File: config.mk
export PLATFORM = sky130hd
export DESIGN_NAME = frame_slide_sched
export DESIGN_NICKNAME = d
export VERILOG_FILES = /design/src/rtl/frame_slide_pkg.sv /design/src/rtl/frame_slide_beat_cnt.sv /design/src/rtl/frame_slide_sched.sv
export SDC_FILE = /design/constraint.sdc
export NUM_CORES = 1
export LEC_CHECK = 0
export CAP_MARGIN = 10
export CORE_MARGIN = 2
export CORE_UTILIZATION = 40
export CTS_CLUSTER_DIAMETER = 100
export CTS_CLUSTER_SIZE = 10
export DETAILED_ROUTE_END_ITERATION = 12
export PLACE_DENSITY = 0.69
export SLEW_MARGIN = 20
export SYNTH_ARGS = -nofsm -noshare
export SYNTH_HDL_FRONTEND = slang
export SYNTH_SLANG_ARGS = --single-unit
File: constraint.sdc
create_clock -name clk -period 7.8 [get_ports clk]
set_input_delay 2.34 -clock clk [delete_from_list [all_inputs] [get_ports clk]]
set_output_delay 2.34 -clock clk [all_outputs]
set_load 0.005 [all_outputs]
File: src/rtl/frame_slide_pkg.sv
// Shared types and constants for the frame-slide channel scheduler.
package frame_slide_pkg;

    typedef enum logic [2:0] {
        StIdle,
        StCtrl,
        StWeight,
        StImg,
        StWaitDone,
        StNext
    } state_e;

    localparam int unsigned NUM_WEIGHTS = 9;
    localparam int unsigned MAX_SIZE    = 416;

    // Control-word field positions.
    localparam int unsigned SIZE_LSB = 2;
    localparam int unsigned SIZE_MSB = 10;
    localparam int unsigned DIM_LSB  = 0;
    localparam int unsigned DIM_MSB  = 1;

    // Build the per-channel control word: image side plus datapath lane select.
    function automatic logic [63:0] ctrl_word(input logic [8:0] size, input logic [1:0] lane);
        logic [63:0] w;
        w                  = '0;
        w[SIZE_MSB:SIZE_LSB] = size;
        w[DIM_MSB:DIM_LSB]   = lane;
        return w;
    endfunction

endpackage

File: src/rtl/frame_slide_beat_cnt.sv
// Loadable down-counter with terminal flag; counts the WEIGHT and IMG beats.
module frame_slide_beat_cnt #(
    parameter int unsigned BEAT_W = 18
) (
    input  logic              clk,
    input  logic              rst,
    input  logic              load,
    input  logic [BEAT_W-1:0] load_val,
    input  logic              dec,
    output logic              term
);

    logic [BEAT_W-1:0] count_q;

    // Load has priority; decrement saturates at zero.
    always_ff @(posedge clk) begin
        if (rst) begin
            count_q <= '0;
        end else if (load) begin
            count_q <= load_val;
        end else if (dec && (count_q != '0)) begin
            count_q <= count_q - BEAT_W'(1);
        end
    end

    assign term = (count_q == '0);

endmodule

File: src/rtl/frame_slide_sched.sv
// Channel scheduler for the frame-slide datapath: per channel it issues one control
// word, 9 weight beats and size*size image beats, then waits for the datapath done.
// Optional watchdog in WAIT_DONE: define FRAME_SLIDE_SCHED_WDOG_EN (adds err_wdog).
// MAX_SIZE comes from frame_slide_pkg; BEAT_W must satisfy 2^BEAT_W > MAX_SIZE^2.
module frame_slide_sched #(
    parameter int unsigned CH_W   = 10,
    parameter int unsigned BEAT_W = 18
`ifdef FRAME_SLIDE_SCHED_WDOG_EN
    ,
    parameter int unsigned WDOG_CYC = 1048576
`endif
) (
    input  logic            clk,
    input  logic            rst,
    input  logic            start,
    input  logic            abort,
    input  logic [8:0]      cfg_img_size,
    input  logic [CH_W-1:0] cfg_num_ch,
    input  logic            src_valid,
    input  logic [63:0]     src_data,
    output logic            src_ready,
    output logic [63:0]     fs_data,
    output logic            fs_chip_en,
    output logic            fs_rst,
    input  logic            fs_done,
    output logic [CH_W-1:0] ch_idx,
    output logic            busy,
    output logic            done,
    output logic            err_cfg,
    output logic            err_underrun
`ifdef FRAME_SLIDE_SCHED_WDOG_EN
    ,
    output logic            err_wdog
`endif
);

    import frame_slide_pkg::*;

    state_e            state_q, state_d;
    logic [8:0]        size_q;
    logic [CH_W-1:0]   num_ch_q;
    logic [CH_W-1:0]   ch_idx_q;
    logic              err_underrun_q;
    logic              fs_rst_q;

    logic              cfg_ok;
    logic              start_ok;
    logic              last_ch;
    logic              underrun;
    logic              wdog_fire;
    logic              cnt_load;
    logic [BEAT_W-1:0] cnt_load_val;
    logic              cnt_term;
    logic [BEAT_W-1:0] img_beats;

    assign cfg_ok    = (cfg_img_size >= 9'd3) && (cfg_img_size <= 9'(MAX_SIZE))
                       && (cfg_num_ch != '0);
    assign start_ok  = (state_q == StIdle) && start && cfg_ok && !abort;
    assign last_ch   = (ch_idx_q == num_ch_q - CH_W'(1));
    // Full-width product: 416*416 needs all 18 bits.
    assign img_beats = BEAT_W'(size_q) * BEAT_W'(size_q);

    frame_slide_beat_cnt #(
        .BEAT_W (BEAT_W)
    ) u_beat_cnt (
        .clk      (clk),
        .rst      (rst),
        .load     (cnt_load),
        .load_val (cnt_load_val),
        .dec      ((state_q == StWeight) || (state_q == StImg)),
        .term     (cnt_term)
    );

    // Next-state logic and beat-counter loads; abort overrides every transition.
    always_comb begin
        state_d      = state_q;
        cnt_load     = 1'b0;
        cnt_load_val = '0;
        case (state_q)
            StIdle: begin
                if (start && cfg_ok) state_d = StCtrl;
            end
            StCtrl: begin
                state_d      = StWeight;
                cnt_load     = 1'b1;
                cnt_load_val = BEAT_W'(NUM_WEIGHTS - 1);
            end
            StWeight: begin
                if (cnt_term) begin
                    state_d      = StImg;
                    cnt_load     = 1'b1;
                    cnt_load_val = img_beats - BEAT_W'(1);
                end
            end
            StImg: begin
                if (cnt_term) state_d = StWaitDone;
            end
            StWaitDone: begin
                if (fs_done) state_d = StNext;
                else if (wdog_fire) state_d = StIdle;
            end
            StNext: begin
                state_d = last_ch ? StIdle : StCtrl;
            end
            default: state_d = StIdle;
        endcase
        if (abort) state_d = StIdle;
    end

    // Moore-style stream outputs; data passes straight through since the datapath never stalls.
    always_comb begin
        fs_data    = '0;
        src_ready  = 1'b0;
        fs_chip_en = 1'b0;
        done       = 1'b0;
        err_cfg    = 1'b0;
        underrun   = 1'b0;
        case (state_q)
            StIdle: err_cfg = start && !cfg_ok && !abort;
            StCtrl: begin
                fs_chip_en = 1'b1;
                fs_data    = ctrl_word(size_q, ch_idx_q[1:0]);
            end
            StWeight, StImg: begin
                src_ready = 1'b1;
                if (src_valid) fs_data = src_data;
                else underrun = 1'b1;
            end
            StNext: done = last_ch && !abort;
            default: ;
        endcase
    end

    // State, latched config, channel index and sticky flags.
    always_ff @(posedge clk) begin
        if (rst) begin
            state_q        <= StIdle;
            size_q         <= '0;
            num_ch_q       <= '0;
            ch_idx_q       <= '0;
            err_underrun_q <= 1'b0;
            fs_rst_q       <= 1'b0;
        end else begin
            state_q  <= state_d;
            fs_rst_q <= abort || wdog_fire;
            if (start_ok) begin
                size_q         <= cfg_img_size;
                num_ch_q       <= cfg_num_ch;
                ch_idx_q       <= '0;
                err_underrun_q <= 1'b0;
            end else begin
                if (underrun) err_underrun_q <= 1'b1;
                // ch_idx is held on abort so the controller can see where it stopped.
                if ((state_q == StNext) && !last_ch && !abort) ch_idx_q <= ch_idx_q + CH_W'(1);
            end
        end
    end

`ifdef FRAME_SLIDE_SCHED_WDOG_EN
    localparam int unsigned WD_W = $clog2(WDOG_CYC) + 1;

    logic [WD_W-1:0] wdog_q;
    logic            err_wdog_q;

    // fs_done in the expiry cycle still wins.
    assign wdog_fire = (state_q == StWaitDone) && !fs_done && (wdog_q == WD_W'(WDOG_CYC - 1));

    // Count consecutive WAIT_DONE cycles; sticky error on expiry.
    always_ff @(posedge clk) begin
        if (rst) begin
            wdog_q     <= '0;
            err_wdog_q <= 1'b0;
        end else begin
            wdog_q <= ((state_q == StWaitDone) && (state_d == StWaitDone)) ?
                      wdog_q + WD_W'(1) : '0;
            if (start_ok) err_wdog_q <= 1'b0;
            else if (wdog_fire) err_wdog_q <= 1'b1;
        end
    end

    assign err_wdog = err_wdog_q;
`else
    assign wdog_fire = 1'b0;
`endif

    assign fs_rst       = rst || fs_rst_q;
    assign busy         = (state_q != StIdle);
    assign ch_idx       = ch_idx_q;
    assign err_underrun = err_underrun_q;

endmodule

======== Word-level counts from Yosys, hierarchy flattened ========
Cells that the tools add are included.
operators by class
  $add $sub $neg .......................... 4
  $mul .................................... 1
  $lt $le $gt $ge ......................... 2
  equality and inequality tests ........... 10
  mux-type cells .......................... 20
  reduce and logical (&&, ||, !) cells .... 27
operator list
  cell                   number
  $pmux 64 s2            1
  $mux 64                1
  $mux 18                3
  $pmux 18 s2            1
  $sub 18x1->18 const B  2
  $logic_not 18->1       1
  $mul 9x9->18           1
  $pmux 3 s6             1
  $reduce_bool 18->1     1
  $logic_and 1x1->1      12
  $mux 3                 4
  $add 10x1->10 const B  1
  $eq 10x10->1           1
  $reduce_bool 10->1     1
  $sub 10x1->10 const B  1
  $ge 9x2->1 const B     1
  $le 9x9->1 const B     1
  $mux 1                 8
  $eq 3x2->1 const B     2
  $eq 3x3->1 const B     2
  $ne 2x2->1 const B     3
  $reduce_or 2->1        3
  $reduce_and 4->1       1
  $eq 3x1->1 const B     1
  7 further kinds        10
word-level totals
  flip-flop bits (word level) ............. 52
  bits of input ports ..................... 89

======== Longest topological paths before layout ========
  word-level depth ........................ 7
  mapped depth ............................ 20
  mapped depth without buffers ............ 19

======== Modules after synthesis ========
Synthesis repeated with hierarchy kept, for this count alone.
unflattened totals
  cell total of the unflattened synthesis .. 723
  area total of the unflattened synthesis .. 5853.1 um^2
modules (own cells, without submodules)
  module                times used  cells each  area an instance (um^2)  sequential area each (um^2)
  frame_slide_sched     1           596         4804.6                   680.7
  frame_slide_beat_cnt  1           127         1048.5                   360.3

======== Worst setup path before layout ========
Ideal clock, no wire load.
  path type ............................... input-to-output
  start ................................... in cfg_num_ch[4]
  end ..................................... out err_cfg
  arrival ................................. 3.342 ns
  path slack .............................. 2.118 ns
  cell stages on the path ................. 4
  path buffers ............................ 0
  cell sequence ........................... or4_1 -> nor4_2 -> nor3_1 -> nor2_1
on the way
  cells in the longest elaborated chain, start to end .. 6
RTL lines
  what                            RTL line                  source
  start, declared                 frame_slide_sched.sv:18   input logic [CH_W-1:0] cfg_num_ch,
  $reduce_bool 10->1              frame_slide_sched.sv:57   && (cfg_num_ch != '0);
  $logic_and 1x1->1               frame_slide_sched.sv:57
  $logic_not 1->1                 frame_slide_sched.sv:119  StIdle: err_cfg = start && !cfg_ok && !abort;
  $logic_and 1x1->1 (2 in a row)  frame_slide_sched.sv:119
  $mux 1                          frame_slide_sched.sv:118  case (state_q)
  end, declared                   frame_slide_sched.sv:29   output logic err_cfg,
Every way passes these cells.

======== Worst setup path in the final report ========
  start ................................... in cfg_img_size[2]
  end ..................................... out err_cfg
on the way
  cells in the longest elaborated chain, start to end .. 7
RTL lines
  what                                      RTL line                  source
  start, declared                           frame_slide_sched.sv:17   input logic [8:0] cfg_img_size,
  $ge 9x2->1 or $le 9x9->1 (tied branches)  frame_slide_sched.sv:56   assign cfg_ok = (cfg_img_size >= 9'd3) && (cfg_img_size <= 9'(MAX_SIZE))
  $logic_and 1x1->1 *                       frame_slide_sched.sv:56
  $logic_and 1x1->1 *                       frame_slide_sched.sv:57
  $logic_not 1->1 *                         frame_slide_sched.sv:119
  $logic_and 1x1->1 * (2 in a row)          frame_slide_sched.sv:119
  $mux 1 *                                  frame_slide_sched.sv:118
Every way passes the cells marked *; elsewhere a longest branch is shown, timed or not.

==> flow_summary.ini <==
[clock_network]
cts_resized = 0
hold_buffers = 0
clockBufferDepth = 2
cts_buffers = 5
cts_post_setup_buffers_inserted = 0
numClockSinks = 52
root_buffer = sky130_fd_sc_hd__clkbuf_16
tritoncts = yes
cts_htree_levels = 2
clk-insertion-delay-late_ns = 0.30
clk_pin_slew_ns = 0.07

[layout]
area_growth_syn_to_layout_pct = 32.9
fill_cells = 1368
nets_finish = 1057
most_common_library_cell_in_the_layout_ignoring_fill_and_taps = sky130_fd_sc_hd__clkdlybuf4s50_1
layout.area.seq_mm2 = 0.00104
ant_diodes = 0
multi_input_logic_area_mm2 = 0.00442
instances_no_fill = 1060
mostFrequentLayoutCells = 169 x sky130_fd_sc_hd__clkdlybuf4s50_1, 88 x sky130_fd_sc_hd__inv_1, 66 x sky130_fd_sc_hd__nor2_1
post_route_cells_drive_above_1_share_pct = 4.91

[timing]
rsz0062_at_grt = false
worst_slack_ns = 0.782
tightestPinTransition_ns = 0.994
finClkSkew_ns = 0.00892
period_share_pct = 90.0
slew_headroom_pct = 33.5
setup_tns_ns = 0
report.final.setup_viol = 0
min_period_ns = 7.02
hold_slack_ns = 0.472
final-max-slew-violation-count = 0
final_hold_viol_count = 0
clock.fmax_ghz = 0.142

[floorplanning]
floorplan.die_area_mm2 = 0.0159
floorplan.die.height_um = 126
initial_core_util_pct = 41.0
io-pin-count = 170
fp.coreArea_mm2 = 0.0145
std_cell_rows = 44
chipWidth_um = 126

[power]
pwr_density_cell_mw_per_mm2 = 119
leakage_nw = 3.50
finalPower_uw = 942
power.ir.vdd_worst_mv = 0.134

[synth]
yosysWarnings = 0
ys_types = 70
async_reset_ff_share_pct = 0
seq_area_frac_synth_pct = 17.5
predominant_post_synthesis_flop_cell = sky130_fd_sc_hd__dfxtp_1
number_of_standard_cells_after_synthesis = 731
synth-seq-cells = 52
synth_enable_flop_cells = 0
post_synth_instance_area_mm2 = 0.00596
mappedNetlistNets = 913
synth.avg_cell_area_um2 = 8.15

[worst_setup_path]
critPathTopFamily = simple AND/OR/NAND/NOR gates
cp_cell_sequence = clkdlybuf4s50_1 -> nor4_1 -> nor3b_1 -> nor3_1 -> nor2_1 -> clkdlybuf4s50_1
stage_delay_of_the_slowest_cell_on_the_critical_path_ns = 0.74
criticalPathCategory = in -> out
critical_path_cell_count = 6
critical-path-slowest-cell = sky130_fd_sc_hd__nor3b_1
timing.critical_path.to_type = output port
crit_arrival_ns = 4.68
cp.buffers_inverters = 2
crit_path_start_kind = input pin
crit_path_max_fanout = 2
critical_path.most_common_cell = sky130_fd_sc_hd__clkdlybuf4s50_1
r2r.worst_path.cells = 18
worst-endpoint-required_ns = 5.46

[global_route]
global_route.overflow_total = 0
grt_pass1_vias = 5373
antenna_found_initial = 0
track_usage_pct = 19.9
global_route_wire_length_before_repair_um = 26500
grt_max_degree = 62

[detailed_routing]
drt_first_pass_iters = 5
first_iter_violations = 257
finalWirelength_um = 16200
wl_per_cell_um = 15.3
post_route_drc = 0
via_density_per_instance = 5.25
via_count = 5568
route.antenna.remaining_nets = 0

[placement]
dpl.cell_count = 1052
gp_congestion = 0.810
port_buffers = 169
detailedPlacementHpwl_um = 12500
worst_slack_after_detailed_placement_ns = 0.896

[min_path]
worst_hold_path.num_cells = 1
min_path_type = reg -> reg

[flow_run]
timing.max_cap.violations = 0

[run_status]
run_status = complete, no violations
[per-stage QoR]
stage          cell area, um2  utilization [%]
2_1_floorplan            5960                -
3_3_place_gp             7750             53.3
3_5_place_dp             7750             53.3
4_1_cts                  7920             54.5
5_1_grt                  7920             54.5
6_report                 7920             54.5
[final timing paths]
check                                 start                                   to  slack (ns)
hold reg to reg   err_underrun$_SDFFE_PP0P_            err_underrun$_SDFFE_PP0P_        0.47
setup reg to reg     size_q[4]$_SDFFE_PP0P_  u_beat_cnt.count_q[16]$_SDFFE_PP0P_        1.80
hold / removal    err_underrun$_SDFFE_PP0P_            err_underrun$_SDFFE_PP0P_        0.47
setup / recovery            cfg_img_size[2]                              err_cfg        0.78
[synthesized netlist by cell type (2+ instances only)]
cell type	n	share of area [%]
sky130_fd_sc_hd__nor3b_1	3	0.38
sky130_fd_sc_hd__or4_1	10	1.3
sky130_fd_sc_hd__nor2_1	66	4.2
sky130_fd_sc_hd__o21ai_0	26	2.2
sky130_fd_sc_hd__nor2b_1	7	0.73
sky130_fd_sc_hd__a21oi_2	5	0.73
sky130_fd_sc_hd__nand4_1	4	0.42
sky130_fd_sc_hd__a21oi_1	21	1.8
sky130_fd_sc_hd__mux2_2	2	0.38
sky130_fd_sc_hd__or3b_2	2	0.29
sky130_fd_sc_hd__or2_2	3	0.31
sky130_fd_sc_hd__and2_1	16	1.7
sky130_fd_sc_hd__nand3_1	9	0.76
sky130_fd_sc_hd__mux2i_1	21	3.5
sky130_fd_sc_hd__a2111oi_1	2	0.34
sky130_fd_sc_hd__buf_6	2	0.38
sky130_fd_sc_hd__o31ai_1	4	0.50
sky130_fd_sc_hd__xor2_1	16	2.4
sky130_fd_sc_hd__nand2_1	53	3.3
sky130_fd_sc_hd__a21o_1	4	0.50
sky130_fd_sc_hd__buf_2	4	0.34
sky130_fd_sc_hd__nor3_1	14	1.2
sky130_fd_sc_hd__a211oi_1	4	0.50
sky130_fd_sc_hd__o211ai_1	6	0.76
sky130_fd_sc_hd__ha_1	50	10
sky130_fd_sc_hd__a31oi_1	10	1.0
sky130_fd_sc_hd__a2111oi_0	3	0.44
sky130_fd_sc_hd__xnor2_1	23	3.4
sky130_fd_sc_hd__and3_1	57	6.0
sky130_fd_sc_hd__a22o_1	7	1.0
sky130_fd_sc_hd__or3_1	9	0.94
sky130_fd_sc_hd__nand3b_1	4	0.50
sky130_fd_sc_hd__nand4b_1	2	0.29
sky130_fd_sc_hd__nor4_1	6	0.63
sky130_fd_sc_hd__or4_4	2	0.38
sky130_fd_sc_hd__nor3_2	2	0.34
sky130_fd_sc_hd__nor4_2	4	0.84
sky130_fd_sc_hd__fa_1	43	14
sky130_fd_sc_hd__nand2b_1	2	0.21
sky130_fd_sc_hd__inv_1	88	5.5
sky130_fd_sc_hd__o21ai_2	5	0.73
sky130_fd_sc_hd__clkbuf_1	30	1.9
sky130_fd_sc_hd__dfxtp_1	52	17
sky130_fd_sc_hd__o211a_1	2	0.34
[cell type report]
type | instances | area share [%]
timing repair buffer | 174 | 21.8
clock buffer | 6 | 1.63
multi-input combinational | 554 | 55.8
sequential | 52 | 13.1
inverter | 88 | 4.17
tap | 184 | 2.91
clock inverter | 2 | 0.490
[logic make-up after synthesis]
family                   synth area share [%]
other                                  0.0629
multiplexers                             3.91
flip-flops                               17.5
adder cells (fa/ha/maj)                  24.9
AO/OA/AOI/OAI                            13.6
XOR/XNOR                                 5.73
AND/OR/NAND/NOR                          25.8
buffers and inverters                    8.48
[sequential cells by signal, summed over array words and instances, names as in the netlist]
register            cells
size_q                  9
fs_rst_q                1
u_beat_cnt.count_q     18
ch_idx                 10
num_ch_q               10
state_q                 3
err_underrun            1
[per-layer routing]
layer / vias to the layer above / GRT usage, % / share of wire, %
met4: 0 / 4.46 / 1.5
met2: 136 / 33.7 / 47
met5: - / 0 / 0
li1: 2802 / - / -
met1: 2606 / 26.8 / 47
met3: 24 / 3.10 / 4.3
[where the power goes]
group | internal, mW | leakage [nW] | switching [mW]
registers | 0.279 | 0.423 | 0.0243
logic | 0.188 | 3.00 | 0.192
clock network | 0.153 | 0.0815 | 0.105
total | 0.620 | 3.50 | 0.322
(Power assumes the default switching activity.)
